**src/rtl/cmd_pkg.sv**
```systemverilog
// Opcodes, response codes and FSM states shared by the command stage, its bench and the CommMaster stimulus.
// Pure declarations; no latency or backpressure of its own.
package cmd_pkg;

  localparam logic [7:0] REQ_BATT  = 8'h01;
  localparam logic [7:0] SET_PTCH  = 8'h02;
  localparam logic [7:0] SET_ROLL  = 8'h03;
  localparam logic [7:0] SET_YAW   = 8'h04;
  localparam logic [7:0] SET_THRST = 8'h05;
  localparam logic [7:0] CALIBRATE = 8'h06;
  localparam logic [7:0] EMER_LAND = 8'h07;
  localparam logic [7:0] MTRS_OFF  = 8'h08;

  localparam logic [7:0] ACK_BYTE = 8'hA5;
  localparam logic [7:0] ERR_BYTE = 8'hEE;

  typedef enum logic [1:0] {IDLE, SPINUP, CAL, RESP} state_t;

endpackage

```
**src/rtl/spinup_tmr.sv**
```systemverilog
// Motor spin-up timer: clr zeroes, en counts; tc is high while enabled at the all-ones count.
// tc is combinational off the count register; no backpressure.
module spinup_tmr #(
  parameter int BITS = 26
) (
  input  logic clk,
  input  logic rst_n,
  input  logic clr,
  input  logic en,
  output logic tc
);

  logic [BITS-1:0] cnt;

  always_ff @(posedge clk or negedge rst_n) begin
    if (!rst_n)
      cnt <= '0;
    else if (clr)
      cnt <= '0;
    else if (en)
      cnt <= cnt + 1'b1;
  end

  assign tc = en & (&cnt);

endmodule

```
**src/rtl/cmd_cfg.sv**
```systemverilog
// Decodes wrapper frames into setpoints, sequences spin-up/calibration and returns one response byte.
// Results one clock after decode; a frame is held by the wrapper until the FSM is back in IDLE.
module cmd_cfg
  import cmd_pkg::*;
#(
  parameter int         SPINUP_BITS = 26,
  parameter logic [7:0] ACK         = ACK_BYTE,
  parameter logic [7:0] ERR         = ERR_BYTE
) (
  input  logic        clk,
  input  logic        rst_n,
  input  logic        cmd_rdy,
  input  logic [7:0]  cmd,
  input  logic [15:0] data,
  output logic        clr_cmd_rdy,
  output logic [7:0]  resp,
  output logic        send_resp,
  input  logic        resp_sent,
  input  logic [7:0]  batt,
  input  logic        cal_done,
  output logic [15:0] d_ptch,
  output logic [15:0] d_roll,
  output logic [15:0] d_yaw,
  output logic [8:0]  thrst,
  output logic        strt_cal,
  output logic        inert_cal,
  output logic        motors_off
);

  state_t state;
  logic   tmr_clr;
  logic   tmr_en;
  logic   tmr_tc;

  assign tmr_clr = (state == IDLE) && cmd_rdy && (cmd == CALIBRATE);
  assign tmr_en  = (state == SPINUP);

  spinup_tmr #(.BITS(SPINUP_BITS)) u_tmr (
    .clk   (clk),
    .rst_n (rst_n),
    .clr   (tmr_clr),
    .en    (tmr_en),
    .tc    (tmr_tc)
  );

  always_ff @(posedge clk or negedge rst_n) begin
    if (!rst_n) begin
      state       <= IDLE;
      d_ptch      <= '0;
      d_roll      <= '0;
      d_yaw       <= '0;
      thrst       <= '0;
      motors_off  <= 1'b1;
      resp        <= '0;
      clr_cmd_rdy <= 1'b0;
      send_resp   <= 1'b0;
      strt_cal    <= 1'b0;
      inert_cal   <= 1'b0;
    end else begin
      clr_cmd_rdy <= 1'b0;
      send_resp   <= 1'b0;
      strt_cal    <= 1'b0;
      case (state)
        IDLE: begin
          if (cmd_rdy) begin
            clr_cmd_rdy <= 1'b1;
            if (cmd == CALIBRATE) begin
              // Response is deferred until the inertial unit reports completion.
              motors_off <= 1'b0;
              inert_cal  <= 1'b1;
              state      <= SPINUP;
            end else begin
              send_resp <= 1'b1;
              resp      <= ACK;
              state     <= RESP;
              case (cmd)
                REQ_BATT:  resp <= batt;
                SET_PTCH:  d_ptch <= data;
                SET_ROLL:  d_roll <= data;
                SET_YAW:   d_yaw <= data;
                SET_THRST: thrst <= data[8:0];
                EMER_LAND: begin
                  d_ptch <= '0;
                  d_roll <= '0;
                  d_yaw  <= '0;
                  thrst  <= '0;
                end
                MTRS_OFF:  motors_off <= 1'b1;
                default:   resp <= ERR;
              endcase
            end
          end
        end
        SPINUP: begin
          if (tmr_tc) begin
            strt_cal <= 1'b1;
            state    <= CAL;
          end
        end
        CAL: begin
          if (cal_done) begin
            inert_cal <= 1'b0;
            resp      <= ACK;
            send_resp <= 1'b1;
            state     <= RESP;
          end
        end
        RESP: begin
          if (resp_sent)
            state <= IDLE;
        end
        default: state <= IDLE;
      endcase
    end
  end

endmodule
```
**config.mk**
```make
export PLATFORM = sky130hd
export DESIGN_NAME = cmd_cfg
export DESIGN_NICKNAME = d
export VERILOG_FILES = /design/src/rtl/cmd_pkg.sv /design/src/rtl/spinup_tmr.sv /design/src/rtl/cmd_cfg.sv
export SDC_FILE = /design/constraint.sdc
export NUM_CORES = 1
export LEC_CHECK = 0
export ABC_CLOCK_PERIOD_IN_PS = 3300
export CORE_MARGIN = 2
export CORE_UTILIZATION = 53
export DETAILED_ROUTE_END_ITERATION = 8
export PLACE_DENSITY = 0.93
export SLEW_MARGIN = 20
export SYNTH_ARGS = -nofsm -noshare
export SYNTH_HDL_FRONTEND = slang
export SYNTH_SLANG_ARGS = --single-unit
```
**constraint.sdc**
```tcl
create_clock -name clk -period 3.3 [get_ports clk]
set_clock_uncertainty 0.2 [all_clocks]
set_input_delay 0.66 -clock clk [delete_from_list [all_inputs] [get_ports clk]]
set_output_delay 0.66 -clock clk [all_outputs]
set_load 0.02 [all_outputs]
```
==> results of run 1 <==
layer usage:
layer	vias up	wire length [um]	GRT usage
li1	1738	-	-
met1	1812	4820	0.343
met2	145	5320	0.397
met3	24	645	0.0506
met4	0	255	0.0870
met5	-	0	0
sequential cells by signal, summed over array words and instances, names as in the netlist:
| register | cells |
|---|---|
| u_tmr.cnt | 26 |
| strt_cal | 1 |
| motors_off | 1 |
| send_resp | 1 |
| d_ptch | 16 |
| resp | 8 |
| clr_cmd_rdy | 1 |
| d_roll | 16 |
| thrst | 9 |
| d_yaw | 16 |
| state | 2 |
| inert_cal | 1 |
report_power, final:
part           internal (mW)  total [mW]  switching [mW]
sequential              1.37        1.51           0.136
clock                  0.442       0.842           0.399
combinational          0.389       0.855           0.466
area by class of cell:
type / instances / area, um^2 / share of cell area
inverters: 26 / 97.6 / 0.0170
flip-flops and latches: 98 / 2450 / 0.427
repair buffers: 114 / 1130 / 0.197
clock inverters: 5 / 78.8 / 0.0137
well taps: 105 / 131 / 0.0229
clock buffers: 10 / 138 / 0.0240
multi-input cells: 310 / 1710 / 0.298
metrics by stage:
stage / power, mW / std cells / hold slack (ns)
floorplan: 1.99 / 455 / 0.164
global placement: 2.32 / 653 / 0.260
detailed placement: 2.37 / 653 / 0.270
CTS: 3.21 / 668 / 0.199
global route: 3.36 / 668 / 0.226
finish: 3.21 / 668 / 0.182
worst max path at each step:
stage,start,endpoint,slack (ns)
floorplan,cmd[5],u_tmr.cnt[24],0.84
global placement,cmd[5],u_tmr.cnt[8],0.39
detailed placement,cmd[5],u_tmr.cnt[25],0.30
CTS,cmd[5],u_tmr.cnt[25],0.65
global route,cmd[5],u_tmr.cnt[6],0.52
finish,cmd[5],u_tmr.cnt[25],0.62
cells by family after synthesis:
logic type	share of synthesized area
compound gates	0.106
xor+xnor	0.0497
buf+inv	0.0532
mux	0.0117
simple gates	0.208
flops	0.557
fa+ha+maj	0.0142
cell usage in the layout, fill, tap and decap left out, types with 3 or more instances in the layout:
cell type        instances
nand2_1                 77
nor2_1                  37
clkdlybuf4s50_1        105
buf_4                    8
nor3_1                   8
a22o_1                   4
xor2_1                   9
inv_1                   26
xnor2_1                 16
o21ai_0                 62
o21ai_1                  4
dfrtp_1                 97
and3_1                   6
a21oi_1                 10
clkbuf_8                10
and2_1                   3
mux2i_1                  4
nand3_1                 24
nand4_1                 10
nor4_1                   5
ha_1                     5
==> metrics.txt, run 1 <==
status completed; ys async rst share 1.00; R2R Path End u_tmr.cnt[22]; routability cong. 0.899; Worst Setup Path Type input port to register; Die Span Y 95.1 um; Distinct cells, synth 44; Finished Cell Area 5740 um^2; DR iter-0 viols 253; final setup TNS 0 ns; DRC 0; P_leak 2.53 nW; CTS Root Buffer Type clkbuf_8; # diodes 0; critical path depth 6; final setup vio count 0; initial antenna violation count 0; via/cell ratio 5.57; synth warn 0; max-slew violation count 0; Post-DP HPWL 7950 um; final worst slack 0.622 ns; power per cell area 558 nW/um^2; largest delay contributor family on the critical path simple AND/OR/NAND/NOR gates; Tot GR Track Use 0.250; setup slack at placement 0.296 ns; Buf+Inv Stages, Crit Path 2; layout cells sized above 1 0.0586; synth top area cells dfrtp_1 (55%), o21ai_0 (7.0%), nand2_1 (6.6%); I/O Pins 107; Reg2Reg Launch Point state[1]; Slew HR 0.477; Starting Density 0.541; VDD IR max 385 uV; vias in the first global route 3473; area grow syn2layout 30.5%; slowest cell on the critical path or4_4; cell accounting for the most synthesized area dfrtp_1; CP max FO 10; total grt overflow 0; Hold Buf Count CTS 0; CP peak stage delay 0.62 ns; Max Fclk 0.373 GHz; Critical Path AT 2.73 ns; final core occ 0.706; reg-to-reg slack, setup 0.73 ns; NumNets Final 601; Synth top area share 0.551; EDFF count, synth 0; CTS tree yes; Pre-Repair DR Iteration Count 5; Num CTS Buffers 9; H-tree depth 3; post-cts resize count 0; crit end category register; worst min path class input port to async pin; post-synthesis cell area 4400 um^2; Top FF cell, synth dfrtp_1; CP required 3.35 ns; most common cell in the synthesized netlist dfrtp_1; Die Area 9050 um^2; Syn Area/Cell 9.67 um^2; FF+latch count, synth 98; post-route ant nets 0; clk sinks 98; Post-CTS Setup Inserts 0; sequential share of the synthesized area 0.557; post-route minimum period 2.68 ns; first-pass GRT wire length 17400 um; WL final 11000 um; reg2reg path depth 7; crit start category input port; Max clock buf depth 2; Port Buffers 106; max cap viols 0; core area 8130 um^2; final hold vios 0; CTS clock-pin slew for the worst setup and hold paths 0.09 ns; die extent in x 95.1 um; syn nets 497; Post-synth top cells dfrtp_1 (97), nand2_1 (77), o21ai_0 (62); unrepaired setup endpoints after global routing false; cells after synthesis 455; crit share post-route 0.812; DR WL/cell 16.5 um; worst-margin pin slew 0.785 ns; FILL cells 569; Rows 33; worst skew pair latency 0.36 ns; via count 3719; area post-placement 5530 um^2; CP cell instances clkdlybuf4s50_1 -> or4_4 -> nor3_4 -> nor3b_4 -> buf_4 -> nor2_1; pin count of the biggest net entering global routing 62
Note: power is estimated with default switching activity, not from simulation.
==> inputs of run 2 (changes only) <==
--- a/config.mk
+++ b/config.mk
@@ -5,11 +5,11 @@
 export SDC_FILE = /design/constraint.sdc
 export NUM_CORES = 1
 export LEC_CHECK = 0
-export ABC_CLOCK_PERIOD_IN_PS = 3300
+export ABC_CLOCK_PERIOD_IN_PS = 2450
 export CORE_MARGIN = 2
-export CORE_UTILIZATION = 53
+export CORE_UTILIZATION = 45
 export DETAILED_ROUTE_END_ITERATION = 8
-export PLACE_DENSITY = 0.93
+export PLACE_DENSITY = 0.85
 export SLEW_MARGIN = 20
 export SYNTH_ARGS = -nofsm -noshare
 export SYNTH_HDL_FRONTEND = slang
==> constraint.sdc (replaced) <==
create_clock -name clk -period 2.45 [get_ports clk]
set_clock_uncertainty 0.2 [all_clocks]
set_input_delay 0.49 -clock clk [delete_from_list [all_inputs] [get_ports clk]]
set_output_delay 0.49 -clock clk [all_outputs]
set_load 0.02 [all_outputs]
==> run 2 against run 1 <==
- combinational power is 38% higher
- setup slack got worse by 0.57 ns
- clock power up 25%
- flip-flop and latch count unchanged
- first-iteration DRC count fell by 44%
- power is 33% higher
- count of clock-buffer cells in the layout increased by 1
==> metrics.txt, run 2 (synthesized netlist as in run 1, its figures left out) <==
crit start category input port; layout cells sized above 1 0.0926; Critical Path AT 2.48 ns; max-slew violation count 0; post-route ant nets 0; Clock Power Share 0.247; CTS Root Buffer Type clkbuf_8; sequential power share 0.477; clk sinks 98; final setup TNS 0 ns; Die Area 10600 um^2; min-delay src d_yaw[4]; worst-margin pin slew 0.580 ns; Slew HR 0.610; status completed; Starting Density 0.457; Worst Hold Path EP d_yaw[4]; unrepaired setup endpoints after global routing false; Pint 2.88 mW; via/cell ratio 5.15; first-pass GRT wire length 17600 um; routability cong. 0.906; worst min path class register to register; Max clock buf depth 2; Die Span Y 103 um; Top cell by count, worst path buf_12; DR WL/cell 15.5 um; reg-to-reg slack, setup 0.18 ns; CP cell instances clkdlybuf4s50_1 -> or4_4 -> buf_12 -> nor3_4 -> buf_4 -> and3_4 -> buf_12 -> nand3_1 -> o21ai_0; met2 usage 0.333; area post-placement 5750 um^2; NumNets Final 620; crit end category register; Reg2Reg Launch Point state[1]; pin count of the biggest net entering global routing 41; reg2reg path depth 7; initial antenna violation count 0; Top Usage Layer GRT met2; Num CTS Buffers 9; Worst Setup Path Type input port to register; commonest non-fill, non-tap cell in the layout clkdlybuf4s50_1; WL final 11100 um; # diodes 0; Hold Path Stages 2; slowest cell on the critical path or4_4; CP max FO 32; power per cell area 710 nW/um^2; setup slack at placement -0.308 ns; via count 3686; total grt overflow 0; CTS tree yes; Post-DP HPWL 8210 um; final hold vios 0; Tot GR Track Use 0.216; Finished Cell Area 6000 um^2; Max Fclk 0.418 GHz; H-tree depth 3; I/O Pins 107; Most flops, register u_tmr.cnt; DRC 0; CP peak stage delay 0.56 ns; most frequent cells in the layout clkdlybuf4s50_1 (104), dfrtp_1 (97), nand2_1 (77); R2R Path End u_tmr.cnt[22]; crit share post-route 0.977; CP required 2.53 ns; P_leak 2.64 nW; worst skew pair latency 0.37 ns; fraction of met1 tracks used by global routing 0.302; Rows 36; max reg flops 26; fin cells 716; Pre-Repair DR Iteration Count 4; combinational share of power 0.276; met3 Resource Use GR 0.0427; core area 9640 um^2; max cap viols 0; CTS clock-pin slew for the worst setup and hold paths 0.10 ns; placed cells 696; final worst slack 0.0559 ns; VDD IR max 408 uV; vias in the first global route 3559; final setup vio count 0; DR iter-0 viols 141; Sw Ratio 0.324; Psw 1.38 mW; area grow syn2layout 36.4%; Port Buffers 106; die extent in x 103 um; post-route minimum period 2.39 ns
==> run 2: power groups by stage <==
stage | Combinational, mW | Clock (mW) | Sequential [mW]
global route | 1.29 | 1.13 | 2.06
CTS | 1.18 | 1.06 | 2.03
floorplan | 0.506 | 0 | 2.18
global placement | 1.12 | 0 | 2.04
detailed placement | 1.17 | 0 | 2.06
finish | 1.18 | 1.05 | 2.03
==> run 2: timing repair <==
item	4_1_cts	5_1_grt
endpoints found under the hold margin	35	0
buffers inserted	0	2
hold buffers	1	0
endpoints found under the setup margin	0	29
gates resized for setup	0	10
==> run 2: area by class of cell <==
| type | instances | area [um^2] |
|---|---|---|
| Clock inverter | 5 | 62.6 |
| Timing Repair Buffer | 133 | 1360 |
| Inverter | 26 | 97.6 |
| Clock buffer | 11 | 131 |
| Fill cell | 776 | 3640 |
| Sequential cell | 98 | 2450 |
| Tap cell | 133 | 166 |
| Multi-Input combinational cell | 310 | 1730 |
==> run 2: critical path, delay by kind of cell <==
| family | cells | cell delay, ns |
|---|---|---|
| compound gates | 1 | 0.09 |
| buf+inv | 4 | 0.89 |
| simple gates | 4 | 0.99 |
==> run 2: per-layer routing <==
layer / share of wire / wire length (um)
met3: 0.047 / 517
met2: 0.48 / 5370
met1: 0.44 / 4920
met5: 0 / 0
met4: 0.025 / 272
==> run 2: through the flow <==
stage	total power, mW	util	hold slack (ns)
finish	4.26	0.623	0.288
global route	4.49	0.623	0.321
CTS	4.27	0.618	0.292
detailed placement	3.23	0.597	0.270
global placement	3.16	0.597	0.263
floorplan	2.68	-	-0.00559
==> run 2: worst max path at each step <==
stage,start,end,depth (start not counted)
floorplan,cmd[5],u_tmr.cnt[24],6
global placement,cmd[5],u_tmr.cnt[3],7
detailed placement,cmd[5],u_tmr.cnt[11],7
CTS,cmd[5],u_tmr.cnt[9],7
global route,cmd[4],thrst[0],10
finish,cmd[4],d_ptch[11],9
==> inputs of run 3 (changes only) <==
--- a/config.mk
+++ b/config.mk
@@ -5,9 +5,10 @@
 export SDC_FILE = /design/constraint.sdc
 export NUM_CORES = 1
 export LEC_CHECK = 0
+export ABC_AREA = 1
 export ABC_CLOCK_PERIOD_IN_PS = 2450
 export CORE_MARGIN = 2
-export CORE_UTILIZATION = 45
+export CORE_UTILIZATION = 46
 export DETAILED_ROUTE_END_ITERATION = 8
 export PLACE_DENSITY = 0.85
 export SLEW_MARGIN = 20
==> run 3 against run 2 <==
- synthesized cell count increased by 24%
- sequential power about the same
- largest cell class unchanged
- maximum frequency is 7.4% higher
- clock power rose by 11%
- combinational power grew 20%
- register-to-register slack improved by 0.14 ns
==> metrics.txt, run 3 <==
CP required 2.45 ns; worst skew pair latency 0.36 ns; final setup TNS 0 ns; cells after synthesis 563; CTS tree yes; Port Buffers 106; Max Fclk 0.449 GHz; Most flops, register u_tmr.cnt; die extent in x 106 um; Die Span Y 106 um; pin count of the biggest net entering global routing 40; Buf+Inv Stages, Crit Path 1; power per cell area 734 nW/um^2; Worst Setup Path Type input port to register; FF+latch count, synth 98; Die Area 11200 um^2; max cap viols 0; via/cell ratio 5.12; FILL cells 876; worst min path class register to register; total grt overflow 0; layout cells sized above 1 0.122; EDFF count, synth 0; WL final 11600 um; Tot GR Track Use 0.214; H-tree depth 3; Critical Path AT 2.23 ns; DR WL/cell 14.2 um; first-pass GRT wire length 19200 um; max-slew violation count 0; I/O Pins 107; XOR/XNOR Fraction of Synth Area 0; synth top area cells dfrtp_1 (51%), nand2_1 (11%), nor2_1 (4.8%); area post-placement 6040 um^2; synth warn 0; via count 4209; Post-synth top cells nand2_1 (136), dfrtp_1 (97), nor2_1 (61); largest delay contributor family on the critical path compound AO/OA/AOI/OAI gates; commonest non-fill, non-tap cell in the layout nand2_1; vias in the first global route 4030; unrepaired setup endpoints after global routing false; Top FF cell, synth dfrtp_1; Slew HR 0.311; P_leak 2.93 nW; cell accounting for the most synthesized area dfrtp_1; Syn Area/Cell 8.44 um^2; largest family of logic cells by synthesized area simple AND/OR/NAND/NOR gates; routability cong. 0.900; Rows 37; status completed; Num CTS Buffers 9; # diodes 0; area grow syn2layout 32.0%; post-route ant nets 0; post-route minimum period 2.23 ns; VDD IR max 565 uV; clk sinks 98; CP cell instances clkdlybuf4s50_1 -> nor2_1 -> nand3_1 -> nor2_1 -> o21ai_2 -> o21ai_0; Finished Cell Area 6270 um^2; core area 10200 um^2; CTS Root Buffer Type clkbuf_8; crit end category register; Compound-Gate Fraction of Synth Area 0.126; Post-Synth Adder-Cell Area 0.0132; Synth top area share 0.511; initial antenna violation count 0; max reg flops 26; ys async rst share 1.00; CTS clock-pin slew for the worst setup and hold paths 0.09 ns; sequential share of the synthesized area 0.516; DR iter-0 viols 230; Hold Slack 0.289 ns; Post-DP HPWL 8990 um; CP max FO 32; Starting Density 0.466; multiplexer area fraction after synthesis 0; simple-gate share of the synthesized area 0.268; final hold vios 0; slowest cell on the critical path o21ai_2; post-synthesis cell area 4750 um^2; NumNets Final 724; worst-margin pin slew 1.03 ns; final setup vio count 0; Max clock buf depth 2; crit share post-route 0.910; CP peak stage delay 0.80 ns; most common cell in the synthesized netlist nand2_1; syn nets 605; most frequent cells in the layout nand2_1 (136), clkdlybuf4s50_1 (105), dfrtp_1 (97); DRC 0; Pre-Repair DR Iteration Count 6; Distinct cells, synth 36; crit start category input port; Top cell by count, worst path nor2_1
## run 3: changes by cell type in the layout (fill, tap and decap cells not counted), sizes merged, moves of 6 or more
cell,delta
nand2,+74
inv,+37
nor2,+29
xnor2,-16
nand4,+11
a21oi,+10
xor2,-9
buf,-8
and3,-6
nor4,-6
o21ai,+6
## run 3: worst reg2reg max path, cell delays in order (launching register included)
cell	delay, ns
dfrtp_1	0.43
inv_1	0.12
ha_1	0.32
nand4_1	0.24
nor2_4	0.25
nand3_1	0.15
nor2_1	0.17
nand2_1	0.07
nand2_1	0.06
nor2_1	0.03
## run 3: repair_timing
action                    CTS  global route
hold endpoints to repair   32             0
hold buffers                1             0
gates resized for setup     0             0
buffers inserted            0             0
## run 3: final timing paths
path,startpoint,to,slack (ns),cells past startpoint
max,cmd[2],d_ptch[7],0.22,6
min,d_yaw[0],d_yaw[0],0.29,2
max reg2reg,state[1],u_tmr.cnt[18],0.32,9
min reg2reg,d_yaw[0],d_yaw[0],0.29,2
max in group asynchronous,rst_n,u_tmr.cnt[10],1.03,3
min in group asynchronous,rst_n,thrst[6],0.42,2
## run 3: area by class of cell
type	instances	area, um^2	area share
Sequential cell	98	2450	0.391
Multi-Input combinational cell	385	1940	0.309
Timing Repair Buffer	125	1250	0.200
Inverter	63	236	0.0377
Tap cell	136	170	0.0271
Clock buffer	10	138	0.0219
Clock inverter	5	85.1	0.0136
## run 3: logic make-up after synthesis
group                      after synthesis
adders and majority gates                5
buffers and inverters                   80
AOI/OAI and AO/OA                       99
DFF                                     98
and+or+nand+nor                        281
## run 3: where the power goes
group	switching (mW)	internal [mW]
logic	0.833	0.586
clock network	0.562	0.605
registers	0.180	1.84
total	1.58	3.03
## run 3: metrics by stage
stage                     cells  setup WS (ns)  utilization  total power, mW
after global placement      806        -0.0414        0.593             3.39
after CTS                   822          0.216        0.616             4.63
after detailed placement    806         -0.146        0.593             3.46
after global routing        822         0.0304        0.616             4.87
final                       822          0.221        0.616             4.61
after floorplan             563          0.677            -             2.86
## run 3: layer usage
metal	up-vias	share of wire	track usage	wire, um
li1	2056	-	-	-
met2	146	0.50	0.357	5810
met1	1987	0.42	0.281	4940
met5	-	0	0	0
met3	20	0.051	0.0297	593
met4	0	0.026	0.0883	301
